`src/rtl/hazard_scoreboard.sv`:
```
// ---------------------------------------------------------------------------
// hazard_scoreboard
//   Tracks in-flight register-writing instructions between decode and
//   writeback in a DEPTH-slot shift table (slot 0 = EX, slot DEPTH-1 = WB).
//   For the instruction sitting in decode it produces a hazard stall,
//   per-operand forwarding selects and a saturating stall-cycle counter.
//
// Ports
//   i_clk, i_rst          clock, synchronous active-high reset
//   i_id_valid            decode holds a real instruction
//   i_id_rs/_rt           source addresses, *_use marks them as read
//   i_id_rd/_regwrite     destination and its write enable
//   i_id_lat              slot index at which the result becomes forwardable
//   i_flush               kill the decode instruction
//   i_hold                global freeze, table and counter keep their value
//   o_stall               decode must repeat next cycle (combinational)
//   o_issue               decode instruction enters slot 0 this edge
//   o_fwd_rs/_rt          0 = register file, k+1 = forward from slot k
//   o_busy                any slot valid (registered)
//   o_stall_count         saturating count of stall cycles (registered)
// ---------------------------------------------------------------------------
module hazard_scoreboard #(
  parameter int NREG  = 32,
  parameter int AW    = $clog2(NREG),
  parameter int DEPTH = 3,
  parameter int LW    = 2,
  parameter int SW    = $clog2(DEPTH + 1),
  parameter int CW    = 16
) (
  input  logic          i_clk,
  input  logic          i_rst,
  input  logic          i_id_valid,
  input  logic [AW-1:0] i_id_rs,
  input  logic [AW-1:0] i_id_rt,
  input  logic          i_id_rs_use,
  input  logic          i_id_rt_use,
  input  logic [AW-1:0] i_id_rd,
  input  logic          i_id_regwrite,
  input  logic [LW-1:0] i_id_lat,
  input  logic          i_flush,
  input  logic          i_hold,
  output logic          o_stall,
  output logic          o_issue,
  output logic [SW-1:0] o_fwd_rs,
  output logic [SW-1:0] o_fwd_rt,
  output logic          o_busy,
  output logic [CW-1:0] o_stall_count
);

  localparam int MAX_LAT = DEPTH - 1;

  logic [DEPTH-1:0] valid_q, valid_d;
  logic [AW-1:0]    rd_q  [DEPTH];
  logic [AW-1:0]    rd_d  [DEPTH];
  logic [LW-1:0]    lat_q [DEPTH];
  logic [LW-1:0]    lat_d [DEPTH];
  logic [CW-1:0]    count_q, count_d;
  logic             busy_q, busy_d;

  logic [DEPTH-1:0] slot_ready;
  logic [SW-1:0]    rs_sel, rt_sel;
  logic             rs_rdy, rt_rdy;
  logic             rs_hit, rt_hit;
  logic             rs_block, rt_block;
  logic             stall, issue;
  logic [LW-1:0]    lat_in;

  // Youngest-match search: scanning from oldest to youngest lets the lowest
  // matching slot overwrite any older one.
  always_comb begin
    rs_sel = '0;
    rt_sel = '0;
    rs_rdy = 1'b0;
    rt_rdy = 1'b0;
    for (int k = DEPTH - 1; k >= 0; k--) begin
      slot_ready[k] = (int'(lat_q[k]) <= k);
      rs_sel = (valid_q[k] && (rd_q[k] == i_id_rs)) ? SW'(k + 1) : rs_sel;
      rs_rdy = (valid_q[k] && (rd_q[k] == i_id_rs)) ? slot_ready[k] : rs_rdy;
      rt_sel = (valid_q[k] && (rd_q[k] == i_id_rt)) ? SW'(k + 1) : rt_sel;
      rt_rdy = (valid_q[k] && (rd_q[k] == i_id_rt)) ? slot_ready[k] : rt_rdy;
    end
    rs_hit   = (rs_sel != '0) && i_id_valid && i_id_rs_use && (i_id_rs != '0);
    rt_hit   = (rt_sel != '0) && i_id_valid && i_id_rt_use && (i_id_rt != '0);
    rs_block = rs_hit && !rs_rdy;
    rt_block = rt_hit && !rt_rdy;
    // A flush kills the decode instruction, so there is nothing to wait for.
    stall    = (rs_block || rt_block) && !i_flush;
    issue    = i_id_valid && !stall && !i_flush && !i_hold;
  end

  // Next table state: shift toward writeback unless frozen; non-issuing
  // cycles and writes to r0 enter slot 0 as a bubble.
  always_comb begin
    valid_d = valid_q;
    rd_d    = rd_q;
    lat_d   = lat_q;
    count_d = count_q;
    lat_in  = (int'(i_id_lat) > MAX_LAT) ? LW'(MAX_LAT) : i_id_lat;
    if (!i_hold) begin
      for (int k = DEPTH - 1; k >= 1; k--) begin
        valid_d[k] = valid_q[k-1];
        rd_d[k]    = rd_q[k-1];
        lat_d[k]   = lat_q[k-1];
      end
      valid_d[0] = issue && i_id_regwrite && (i_id_rd != '0);
      rd_d[0]    = i_id_rd;
      lat_d[0]   = lat_in;
      if (stall && (count_q != {CW{1'b1}})) begin
        count_d = count_q + CW'(1);
      end else begin
        count_d = count_q;
      end
    end else begin
      valid_d = valid_q;
    end
    busy_d = |valid_d;
  end

  // State registers with synchronous reset.
  always_ff @(posedge i_clk) begin
    if (i_rst) begin
      valid_q <= '0;
      count_q <= '0;
      busy_q  <= 1'b0;
      for (int k = 0; k < DEPTH; k++) begin
        rd_q[k]  <= '0;
        lat_q[k] <= '0;
      end
    end else begin
      valid_q <= valid_d;
      count_q <= count_d;
      busy_q  <= busy_d;
      for (int k = 0; k < DEPTH; k++) begin
        rd_q[k]  <= rd_d[k];
        lat_q[k] <= lat_d[k];
      end
    end
  end

  assign o_stall       = stall;
  assign o_issue       = issue;
  assign o_fwd_rs      = (rs_hit && rs_rdy) ? rs_sel : '0;
  assign o_fwd_rt      = (rt_hit && rt_rdy) ? rt_sel : '0;
  assign o_busy        = busy_q;
  assign o_stall_count = count_q;

endmodule

```
`config.mk`:
```
export PLATFORM = sky130hd
export DESIGN_NAME = hazard_scoreboard
export DESIGN_NICKNAME = d
export VERILOG_FILES = /design/src/rtl/hazard_scoreboard.sv
export SDC_FILE = /design/constraint.sdc
export NUM_CORES = 1
export LEC_CHECK = 0
export CORE_MARGIN = 2
export CORE_UTILIZATION = 40
export DETAILED_ROUTE_END_ITERATION = 10
export PLACE_DENSITY = 0.64
export SYNTH_ARGS = -nofsm -noshare
export SYNTH_HDL_FRONTEND = slang
export SYNTH_SLANG_ARGS = --single-unit
```
`constraint.sdc`:
```
create_clock -name i_clk -period 2.55 [get_ports i_clk]
set_input_delay 0.255 -clock i_clk [delete_from_list [all_inputs] [get_ports i_clk]]
set_output_delay 0.255 -clock i_clk [all_outputs]
set_load 0.01 [all_outputs]
```
==> results.json, run 1 <==
{
  "core_area_um2": 5850,
  "cts_tree": "built",
  "grt_pass1_vias": 2023,
  "synthDistinctLibCells": 44,
  "vdd_drop_max_v": 0.000297,
  "cp.required_ps": 2740,
  "whs_ps": 502,
  "drtIter0Drc": 111,
  "numCtsBuffers": 5,
  "portBuffers": 47,
  "synth_area_leaders": "dfxtp_1 (34%), mux2i_1 (9.6%), nor2_1 (7.5%)",
  "crit_type": "flop to flop",
  "ys_ff_latch": 41,
  "path_clk_slew_ps": 90,
  "drive_gt1_share_pct": 25.4,
  "holdCritPathClass": "flop to flop",
  "die-area_um2": 6610,
  "ys_async_sr_fraction_pct": 0,
  "die_h_um": 81.3,
  "io_pins": 48,
  "finalCriticalPeriod_ps": 2700,
  "outcome": "finished, violations left",
  "vias_per_cell": 5.11,
  "setup_viol": 13,
  "end_kind": "flop",
  "insertion_delay_ps": 300,
  "max-cap-violations": 0,
  "grt_setup_unrepaired": "yes",
  "synth_fp_nets": 303,
  "dr.pass1.iters": 4,
  "vias": 2193,
  "cts_sinks": 41,
  "syn_to_final_growth_pct": 46.4,
  "netlist_area_um2": 2390,
  "post-route-period-util_pct": 106,
  "dieWidth_um": 81.3,
  "gr-total-overflow": 0,
  "synthDominantCellAreaShare_pct": 34.3,
  "avgRoutedWirePerCell_um": 14.3,
  "grt_max_degree": 54,
  "fill_cells": 508,
  "drt-total-wl_mm": 6.16,
  "path_max_fanout": 5,
  "finClkSkew_ps": 12.5,
  "nets": 379,
  "synth_warnings": 0,
  "diodes": 0,
  "syn_avg_cell_area_um2": 8.63,
  "grt_pass1_wl_mm": 9.45,
  "hpwl_mm": 4.20,
  "h-tree-depth": 2,
  "synth_cells": 277,
  "p_leak_nw": 1.45,
  "slew_viol_final": 0,
  "ys_seq_area_share_pct": 34.3,
  "hold_violations": 0,
  "drc_errors": 0,
  "pre_cts_ws_ps": -578,
  "cts_hold_buf": 0,
  "cts_root_buffer": "clkbuf_8",
  "ant_nets": 0,
  "tightest_slew_ps": 535,
  "worst_slew_margin_rel_pct": 64.3,
  "worstPathArrival_ps": 2900,
  "grt_use_total_pct": 18.3,
  "cp-start-kind": "flop",
  "placementRows": 28,
  "setup_ws_ps": -153,
  "antenna_found_initial": 0,
  "cts_buffer_depth": 2,
  "fmax_mhz": 370,
  "ys.flop_type": "dfxtp_1",
  "violations": "setup timing",
  "initial_core_util_pct": 40.9,
  "synth.largest_area_cell": "dfxtp_1",
  "gp_congestion": 0.827,
  "power_density_nw_per_um2": 401,
  "synth-edff-count": 0
}
kinds of logic (layout without fill, tap and decap cells):
family	Yosys count	after routing	share of synthesized area, %
AO/OA/AOI/OAI	25	25	6.75
XOR/XNOR	30	30	11.0
adder cells (fa/ha/maj)	1	1	0.523
buffers and inverters	18	95	3.51
flip-flops	41	41	34.3
multiplexers	34	34	14.8
AND/OR/NAND/NOR	128	128	29.1
per-stage QoR:
step           instance area [µm²]  TNS (ps)  utilization [%]  power (mW)  cells
3_3_place_gp                  3090     -9470             52.9       0.863    413
4_1_cts                       3310      -150             56.5        1.40    425
5_1_grt                       3500     -2350             59.8        1.46    429
3_5_place_dp                  3090     -9910             52.9       0.865    413
6_report                      3500      -764             59.8        1.40    429
2_1_floorplan                 2390         0                -       0.772    277
final timing paths:
| path | from | endpoint | slack [ps] | cells past startpoint |
|---|---|---|---|---|
| min reg2reg | lat_q[1] | lat_q[1] | 500 | 2 |
| max | rd_q[6] | o_stall_count[8] | -150 | 10 |
| min | lat_q[1] | lat_q[1] | 500 | 2 |
| max reg2reg | rd_q[6] | o_stall_count[8] | -150 | 10 |
registers in the layout, indices dropped and copies added, names as in the netlist:
name,flops
lat_q,6
o_busy,1
o_stall_count,16
rd_q,15
valid_q,3
placed cells by master (no fill, tap or decap), drive strengths merged, types with 3 or more instances in the layout:
cell type,instances
buf,36
clkdlybuf4s50,32
nand2b,4
nand4,7
xnor2,13
inv,5
o21ai,4
nor2b,9
or3,6
mux2i,23
mux2,11
nand3,9
nor3b,3
and3,7
clkbuf,9
nor2,48
and4b,3
nand2,10
xor2,17
dfxtp,41
a31oi,3
a21oi,9
dlygate4sd2,10
nor3,8
nor4,5
cell type report:
type	instances	area [µm²]	area share [%]
Inverter	5	18.8	0.536
Sequential cell	41	830	23.7
Multi-Input combinational cell	218	1680	48.1
Tap cell	75	93.8	2.68
Clock inverter	1	30.0	0.858
Timing Repair Buffer	82	759	21.7
Clock buffer	7	86.3	2.47
critical path: stages (launching register included):
cell and delay, ps:
dfxtp_2 340, xor2_1 190, nor4_4 340, buf_4 160, and3_1 190, a211oi_2 60, o32a_1 400, buf_6 150
buf_12 130, nor4b_4 320, mux2_4 330
per-layer routing:
layer,wire [µm],GRT usage (%)
met1,2990,25.4
met2,2930,28.6
met3,190,3.11
met4,46,5.93
met5,0,0
synthesized netlist by cell type, drive strengths merged (6+ instances only):
master and n:
nor2 48, dfxtp 41, mux2i 23, xor2 17
xnor2 13, mux2 11, nand2 10, a21oi 9
clkbuf 9, nand3 9, nor2b 9, nor3 8
and3 7, nand4 7, or3 6
what timing repair did:
item,4_1_cts,5_1_grt
resized for setup,44,33
gates cloned,0,2
buffers inserted,4,2
setup endpoints to repair,21,21
pin swaps,8,18
report_power, final:
group | internal [mW] | switching (mW)
clock | 0.319 | 0.228
sequential | 0.653 | 0.0169
combinational | 0.0962 | 0.0901
(Power assumes the default switching activity.)
==> inputs of run 2 (changes only) <==
--- a/config.mk
+++ b/config.mk
@@ -5,10 +5,11 @@
 export SDC_FILE = /design/constraint.sdc
 export NUM_CORES = 1
 export LEC_CHECK = 0
+export ABC_AREA = 1
 export CORE_MARGIN = 2
 export CORE_UTILIZATION = 40
 export DETAILED_ROUTE_END_ITERATION = 10
-export PLACE_DENSITY = 0.64
+export PLACE_DENSITY = 0.62
 export SYNTH_ARGS = -nofsm -noshare
 export SYNTH_HDL_FRONTEND = slang
 export SYNTH_SLANG_ARGS = --single-unit
==> run 2 against run 1 <==
Compared with the run above: the run now ends clean; non-clock buffer count down 12; cell count up 32%; die area up 16%; clock power down 19%; global-route usage up 3.2 points; setup slack better by 360 ps; hold slack worse by 13 ps; synthesized cell count up 52%; sequential power up 3%; sequential share of layout area down 0.67 points; count of clock-buffer cells in the layout unchanged; critical path type is now primary input to output pin.
==> results.json, run 2 <==
{
  "tightest_slew_ps": 551,
  "cts_root_buffer": "clkbuf_8",
  "crit_type": "primary input to output pin",
  "diodes": 0,
  "ys_async_sr_fraction_pct": 0,
  "area.sequential_um2": 821,
  "worst_slew_margin_rel_pct": 63.3,
  "hold_violations": 0,
  "synth_warnings": 0,
  "path_buf_inv": 3,
  "layout_common_cells": "nand2_1 (88), nor2_1 (48), dfxtp_1 (41)",
  "grt_use_total_pct": 21.5,
  "slew_viol_final": 0,
  "synth.largest_area_cell": "dfxtp_1",
  "grt_setup_unrepaired": "no",
  "outcome": "completed",
  "combinationalPowerShare_pct": 18.3,
  "busiest_layer": "met2",
  "cts_hold_buf": 0,
  "h-tree-depth": 2,
  "grt_pass1_vias": 2782,
  "insertion_delay_ps": 300,
  "cp-start-kind": "primary input",
  "grt_pass1_wl_mm": 12.9,
  "setup_ws_ps": 210,
  "power.total_mw": 1.38,
  "seqPwrFrac_pct": 49.8,
  "globalRouteMet1Util_pct": 26.2,
  "ys_seq_area_share_pct": 29.4,
  "path_max_fanout": 6,
  "largest_reg_flops": 16,
  "synth_area_leaders": "dfxtp_1 (29%), nand2_1 (12%), nor2_1 (6.7%)",
  "gr-total-overflow": 0,
  "placementRows": 30,
  "avgRoutedWirePerCell_um": 13.5,
  "cts_buffer_depth": 2,
  "vias_per_cell": 5.12,
  "cp_cell_sequence": "clkdlybuf4s50_1 -> inv_1 -> nand2_1 -> nand2_1 -> nor2_1 -> nand3_2 -> nor2_2 -> nor2_2 -> nand2_2 -> nand2_2 -> nand2_4 -> nand2_8 -> nor3_2 -> clkdlybuf4s15_1",
  "gp_congestion": 0.944,
  "cp.required_ps": 2300,
  "worstPathArrival_ps": 2080,
  "synthDominantCellAreaShare_pct": 29.4,
  "post-route-period-util_pct": 91.8,
  "layout_commonest_cell": "nand2_1",
  "synth.most_common_cell": "nand2_1",
  "die_h_um": 87.5,
  "hpwl_mm": 5.98,
  "r2r_start": "rd_q[14]",
  "use_met2_pct": 38.3,
  "vias": 2893,
  "antenna_found_initial": 0,
  "fmax_mhz": 427,
  "cp_top_family": "simple AND/OR/NAND/NOR gates",
  "hold_depth": 2,
  "netlist_area_um2": 2790,
  "ys.flop_type": "dfxtp_1",
  "min_to": "lat_q[2]",
  "syn_to_final_growth_pct": 27.9,
  "io_pins": 48,
  "drtIter0Drc": 124,
  "drc_errors": 0,
  "initial_core_util_pct": 41.3,
  "synth_cells": 420,
  "multiInputGateArea_um2": 1750,
  "finClkSkew_ps": 11.2,
  "regToRegSetupSlack_ps": 560,
  "synth_common_cells": "nand2_1 (88), nor2_1 (50), dfxtp_1 (41)",
  "p_leak_nw": 1.51,
  "finalCriticalPeriod_ps": 2340,
  "die-area_um2": 7650,
  "dp.cells": 558,
  "whs_ps": 489,
  "fin_area_um2": 3560,
  "drt-total-wl_mm": 7.63,
  "portBuffers": 47,
  "end_kind": "output pin",
  "clkPwrFrac_pct": 31.8,
  "setup_viol": 0,
  "reg2reg_to": "o_stall_count[4]",
  "vdd_drop_max_v": 0.000261,
  "ys_ff_latch": 41,
  "ant_nets": 0,
  "nets": 511,
  "pre_cts_ws_ps": -295,
  "fill_cells": 696,
  "p_sw_share_pct": 28.6,
  "path_clk_slew_ps": 90,
  "p_sw_mw": 0.395,
  "max-cap-violations": 0,
  "placed_area_um2": 3460,
  "grt_max_degree": 37,
  "synth_fp_nets": 446,
  "final_cells": 565,
  "ff2ff_path_depth": 14,
  "drive_gt1_share_pct": 19.8,
  "dieWidth_um": 87.5,
  "holdCritPathClass": "flop to flop",
  "numCtsBuffers": 5,
  "synth-edff-count": 0,
  "synthDistinctLibCells": 40,
  "max_stage_delay_ps": 480,
  "min_from": "lat_q[2]",
  "cts_sinks": 41,
  "met3_usage_pct": 3.79,
  "cts_tree": "built",
  "core_area_um2": 6760,
  "dr.pass1.iters": 4,
  "slowest_stage": "clkdlybuf4s50_1",
  "p_int_mw": 0.988,
  "power_density_nw_per_um2": 388,
  "syn_avg_cell_area_um2": 6.64
}
==> run 2: changes by cell type after synthesis, moves of 15 or more <==
cell     previous run  this run
a21oi_1             9        32
nand3_1             9        35
nand2_2             0        15
inv_1               5        30
o21ai_0             4        27
mux2i_1            23         1
nand2_1            10        88
==> run 2: stage by stage <==
step / utilization (%) / TNS (ps)
floorplan: - / 0
global placement: 51.2 / -653
detailed placement: 51.2 / -711
CTS: 52.4 / 0
global route: 52.8 / 0
finish: 52.8 / 0
==> run 2: final cells by class <==
cell class,count,share of cell area [%]
clock buffer,7,2.42
multi-input combinational,324,49.1
inverter,43,4.53
sequential,41,23.0
tap,80,2.81
timing repair buffer,70,18.1
==> run 2: power by group through the flow <==
| stage | Clock [mW] | Combinational, mW | Sequential (mW) |
|---|---|---|---|
| 2_1_floorplan | 0 | 0.150 | 0.696 |
| 3_3_place_gp | 0 | 0.254 | 0.703 |
| 3_5_place_dp | 0 | 0.253 | 0.704 |
| 4_1_cts | 0.451 | 0.252 | 0.689 |
| 5_1_grt | 0.469 | 0.284 | 0.693 |
| 6_report | 0.441 | 0.254 | 0.689 |
==> run 2: timing repair <==
item                       in CTS  in global routing
gates resized for setup         8                 11
setup buffers                   0                  0
setup endpoints to repair       6                  6
==> run 2: worst max-delay path by stage <==
stage                           from           endpoint  cells after the start
floorplan           o_stall_count[0]  o_stall_count[11]                      7
global placement          i_id_rs[4]            o_issue                     14
detailed placement        i_id_rs[4]            o_issue                     14
CTS                       i_id_rt[0]        o_fwd_rt[1]                     12
global route              i_id_rs[0]            o_issue                     14
finish                    i_id_rs[0]            o_issue                     14
==> run 2: kinds of logic after synthesis <==
logic type	count (synthesis)	synth area share (%)
AO/OA/AOI/OAI	75	15.5
XOR/XNOR	15	4.71
adder cells (fa/ha/maj)	1	0.449
buffers and inverters	55	8.44
flip-flops	41	29.4
multiplexers	1	0.359
AND/OR/NAND/NOR	232	41.1
==> run 2: routing by layer <==
layer | part of all wire (%) | vias to the layer above
li1 | - | 1496
met1 | 45 | 1322
met2 | 50 | 63
met3 | 3.9 | 12
met4 | 1.8 | 0
met5 | 0 | -
==> run 2: worst min-delay path, stage by stage (launching register included) <==
cell	delay, ps
dfxtp_1	330
nor2_1	50
nor2_1	80
==> RTL edit 1: new RTL, settings of run 1 <==
Set the parameter `NREG` to 16 (it was 32).
--- a/src/rtl/hazard_scoreboard.sv
+++ b/src/rtl/hazard_scoreboard.sv
@@ -21,5 +21,5 @@
 // ---------------------------------------------------------------------------
 module hazard_scoreboard #(
-  parameter int NREG  = 32,
+  parameter int NREG  = 16,
   parameter int AW    = $clog2(NREG),
   parameter int DEPTH = 3,
Ports: changed (resized i_id_rd, i_id_rs and i_id_rt); port bits go from 48 to 45. No check against the original RTL was run, so the function may have changed too.
==> RTL edit 1 against run 1 <==
Final cell count fell by 4.4%. Synthesized area is 5.6% lower. Worst setup slack improved by 0.24 ns. Total power grew 0.76%. Design area is 8.2% lower. Routed wire length fell by 12%. Sequential power fell by 8.1%. Sequential cell count decreased by 3. Largest cell class unchanged.
==> RTL edit 1: results (changes against run 1) <==
- Syn_nets: 284 (was 303)
- Initial antenna violation count: 0 (unchanged)
- IO Port Bufs: 44 (was 47)
- Crit-path max cell delay: 0.38 ns (was 0.40 ns)
- Yosys top cell area share: 33.7% (was 34.3%)
- Setup Buffers After CTS: 0 (was 4)
- Distinct cells, synth: 40 (was 44)
- Status: complete, no violations (was complete, but fails checks)
- Post-DP Area: 3010 um2 (was 3090 um2)
- Layout cells sized above 1: 23.1% (was 25.4%)
- Synth area leaders: dfxtp_1, mux2i_1, nor2_1 (unchanged)
- Yosys warning total: 0 (unchanged)
- Antenna Cells: 0 (unchanged)
- Worst EP arrival: 2.21 ns (was 2.90 ns)
- Seq/Total Area, Yosys: 33.7% (was 34.3%)
- Largest net degree at the start of global routing: 24 (was 54)
- 1st-iter DRT viols: 66 (was 111)
- All-Layer GR Usage: 17.7% (was 18.3%)
- Worst path slowest cell: dfxtp_4 (was o32a_1)
- Filler cells: 509 (was 508)
- Worst VDD drop: 0.340 mV (was 0.297 mV)
- First-pass GRT wire length: 8870 um (was 9450 um)
- Root Buffer: clkbuf_8 (unchanged)
- Area grow syn2layout: 42.4% (was 46.4%)
- Maximum fanout along the worst path: 4 (was 5)
- H-tree Lvls: 2 (unchanged)
- RD Place Congestion: 0.846 (was 0.827)
- Leak: 1.32 nW (was 1.45 nW)
- Ys flop type: dfxtp_1 (unchanged)
- Net Sw Power: 0.000310 W (was 0.000335 W)
- Wire per inst: 13.3 um (was 14.3 um)
- Dominant delay contributor by cell family on the critical path: simple AND/OR/NAND/NOR gates (unchanged)
- Max reg flops: 16 (unchanged)
- Gate Count Post-Synth: 261 (was 277)
- Clock latency on the worst-skew pair: 0.29 ns
- Via-to-Cell Ratio: 5.01 (was 5.11)
- Placed cells: 402 (was 413)
- Pre-CTS WS: -0.383 ns (was -0.578 ns)
- Number of global-route vias before repair: 1,880 (was 2,023)
- Top cells by count, synth: nor2_1, dfxtp_1, mux2i_1 (unchanged)
- Nets: 360 (was 379)
- Post-route insts no fill: 410 (was 429)
- Clock skew: 0.0135 ns (was 0.0125 ns)
- Slew @ Worst Pin: 0.371 ns (was 0.535 ns)
- Maximum clock insertion buffer count: 2 (unchanged)
- Hpwl dp: 4120 um (was 4200 um)
-- RTL edit 1: metal layers --
metal  share of wire [%]  global-route usage, %  vias to the layer above
li1                    -                      -                     1057
met4                 1.4                   5.34                        0
met2                  45                   28.0                       30
met1                  50                   24.5                      960
met5                   0                      0                        -
met3                 2.9                   3.07                        6
-- RTL edit 1: stage by stage --
stage	power [W]	setup TNS, ns	hold WS, ns
2_1_floorplan	0.000708	0	0.399
3_3_place_gp	0.000788	-2.84	0.473
3_5_place_dp	0.000790	-3.03	0.478
4_1_cts	0.00142	0	0.493
5_1_grt	0.00147	-0.00228	0.522
6_report	0.00141	0	0.489
-- RTL edit 1: logic make-up after synthesis --
group	Yosys count	synth area share, %
compound gates	35	13.6
xor+xnor	21	8.15
fa+ha+maj	1	0.554
buf+inv	14	2.33
flops	38	33.7
mux	34	15.9
simple gates	118	25.8
-- RTL edit 1: path summary, 6_finish.rpt --
path / startpoint / to / slack [ns] / depth (start not counted)
min: lat_q[2]$_SDFFE_PP0N_ / lat_q[0]$_SDFFE_PP0N_ / 0.49 / 2
max reg2reg: o_stall_count[0]$_SDFFE_PP0P_ / o_stall_count[9]$_SDFFE_PP0P_ / 0.20 / 8
min reg2reg: lat_q[2]$_SDFFE_PP0N_ / lat_q[0]$_SDFFE_PP0N_ / 0.49 / 2
max: rd_q[5]$_SDFFE_PP0N_ / o_issue / 0.09 / 8
-- RTL edit 1: what timing repair did --
item	in CTS	in global routing
pin swaps	1	2
setup endpoints to repair	6	3
resized for setup	22	12
hold buffers	0	0
endpoints found under the hold margin	0	0
-- RTL edit 1: worst reg2reg max path, stage by stage, from the launching register on --
cell,delay (ns)
dfxtp_1,0.36
ha_1,0.23
and3_1,0.19
and3_1,0.24
a41oi_4,0.25
and3_1,0.19
nand3_1,0.18
a21oi_1,0.24
mux2_2,0.35
-- RTL edit 1: final cells by class --
cell class / count / share of cell area (%)
well taps: 72 / 2.80
clock buffers: 6 / 2.57
clock inverters: 2 / 1.87
flip-flops and latches: 38 / 24.1
repair buffers: 78 / 21.2
inverters: 5 / 0.584
multi-input cells: 209 / 46.9
-- RTL edit 1: power groups by stage --
stage / registers [W] / clock network [W] / logic (W)
3_3_place_gp: 0.000630 / 0 / 0.000158
6_report: 0.000616 / 0.000635 / 0.000163
2_1_floorplan: 0.000628 / 0 / 0.0000807
5_1_grt: 0.000618 / 0.000669 / 0.000179
4_1_cts: 0.000615 / 0.000650 / 0.000157
3_5_place_dp: 0.000630 / 0 / 0.000159
==> RTL edit 2: new RTL, settings of run 1 <==
Without the edit above. Put one more register stage on the output `o_stall_count`, with the module's reset. The value now appears one clock later. The other outputs are not delayed to match. Comments in the files are not updated.
--- a/src/rtl/hazard_scoreboard.sv
+++ b/src/rtl/hazard_scoreboard.sv
@@ -143,5 +143,11 @@
   assign o_fwd_rt      = (rt_hit && rt_rdy) ? rt_sel : '0;
   assign o_busy        = busy_q;
-  assign o_stall_count = count_q;
+  always_ff @(posedge i_clk) begin
+    if (i_rst) begin
+      o_stall_count <= '0;
+    end else begin
+      o_stall_count <= count_q;
+    end
+  end
 
 endmodule
Formal check against the unedited RTL: not equivalent (Yosys sat finds a counterexample within 4 cycles, from zero or initial values and one cycle with i_rst high).
==> RTL edit 2 against run 1 <==
The run still ends with setup timing left. Routed wire length about the same. Sequential cell count up 16. Count of clock-buffer cells in the layout up 4. Worst setup slack better by 0.13 ns. Final cell count up 3.5%. Combinational power down 3%. Total power up 37%. Design area up 6.2%. Synthesized area up 15%. Critical path type is now flop to output pin.
==> RTL edit 2: results (changes against run 1) <==
- Seq/Total Area, Yosys: 41.6% (was 34.3%)
- Syn_nets: 317 (was 303)
- Clock latency on the worst-skew pair: 0.34 ns (was 0.30 ns)
- Layout cells sized above 1: 21.7% (was 25.4%)
- Post-DP Area: 3410 um2 (was 3090 um2)
- Leak: 1.45 nW (about the same)
- Mux share of post-synthesis cell area: 12.1% (was 14.8%)
- Worst setup margin: -0.0237 ns (was -0.153 ns)
- Clock skew: 0.00855 ns (was 0.0125 ns)
- Slew @ Worst Pin: 0.743 ns (was 0.535 ns)
- First-pass DRT Iterations: 5 (was 4)
- Worst VDD drop: 0.257 mV (was 0.297 mV)
- Final setup vio count: 1 (was 13)
- Top cells by count, synth: dfxtp_1, nor2_1, mux2i_1 (was nor2_1, dfxtp_1, mux2i_1)
- H-tree Lvls: 3 (was 2)
- Largest net degree at the start of global routing: 45 (was 54)
- Maximum fanout along the worst path: 4 (was 5)
- Pre-CTS WS: -0.485 ns (was -0.578 ns)
- Root Buffer: clkbuf_8 (unchanged)
- Worst path slowest cell: or3_4 (was o32a_1)
- Worst hold path type: input pin to flop (was flop to flop)
- Number of global-route vias before repair: 2,049 (was 2,023)
- Hpwl dp: 4550 um (was 4200 um)
- First-pass GRT wire length: 9890 um (was 9450 um)
- CTS Buf Count: 9 (was 5)
- Maximum clock insertion buffer count: 2 (unchanged)
- Xor/xnor share of the synthesized area: 9.58% (was 11.0%)
- Routed wire length: 6150 um (was 6160 um)
- Vias: 2,269 (was 2,193)
- RD Place Congestion: 0.899 (was 0.827)
- Worst EP arrival: 2.32 ns (was 2.90 ns)
- 1st-iter DRT viols: 96 (was 111)
- Compound-Gate Fraction of Synth Area: 8.17% (was 6.75%)
- Nets: 385 (was 379)
- Synth area leaders: dfxtp_1, mux2i_1, nor2_1 (unchanged)
- Violated checks: setup timing (unchanged)
- Post-Synth Adder-Cell Area: 0.456% (was 0.523%)
- Distinct cells, synth: 46 (was 44)
- Status: complete, but fails checks (unchanged)
RTL edit 2: cell type report:
type	count	area [um2]	share of cell area [%]
Tap cell	80	100	2.69
Inverter	3	11.3	0.303
Timing Repair Buffer	71	624	16.8
Multi-Input combinational cell	217	1630	43.7
Sequential cell	57	1160	31.2
Clock inverter	5	55.1	1.48
Clock buffer	11	141	3.80
RTL edit 2: through the flow:
| stage | total power (W) | util (%) | std cells |
|---|---|---|---|
| floorplan | 0.00103 | - | 291 |
| global placement | 0.00111 | 50.8 | 426 |
| detailed placement | 0.00112 | 50.8 | 426 |
| CTS | 0.00195 | 55.1 | 444 |
| global route | 0.00200 | 55.3 | 444 |
| finish | 0.00192 | 55.3 | 444 |
RTL edit 2: final timing paths:
kind | to | slack (ns) | start
setup / recovery | o_issue | -0.02 | rd_q[8]$_SDFFE_PP0N_
hold / removal | valid_q[1]$_SDFF_PP0_ | 0.47 | i_rst
setup reg to reg | count_q[8]$_SDFFE_PP0P_ | 0.03 | rd_q[8]$_SDFFE_PP0N_
hold reg to reg | o_stall_count[9]$_SDFF_PP0_ | 0.50 | count_q[9]$_SDFFE_PP0P_
RTL edit 2: cell families after synthesis:
group	Yosys count
and+or+nand+nor	123
muxes	32
AOI/OAI and AO/OA	31
xor gates and xnor gates	30
buffers and inverters	17
DFF	57
adders and majority gates	1
RTL edit 2: power breakdown:
group / switching, W / internal (W) / leakage (nW) / total, W
logic: 0.0000903 / 0.0000904 / 0.892 / 0.000181
clock network: 0.000346 / 0.000474 / 0.0953 / 0.000820
registers: 0.0000179 / 0.000903 / 0.466 / 0.000921
RTL edit 2: timing repair:
action,CTS,global route
setup endpoints to repair,13,11
pin swaps,6,6
resized for setup,43,14
hold endpoints to repair,0,0
buffers inserted,2,0
RTL edit 2: per-layer routing:
layer	vias to the layer above	GRT usage [%]	wire (um)
met5	-	0	0
met4	0	9.52	150
met3	13	3.71	209
met2	47	24.0	2700
met1	1036	24.6	3100
li1	1173	-	-
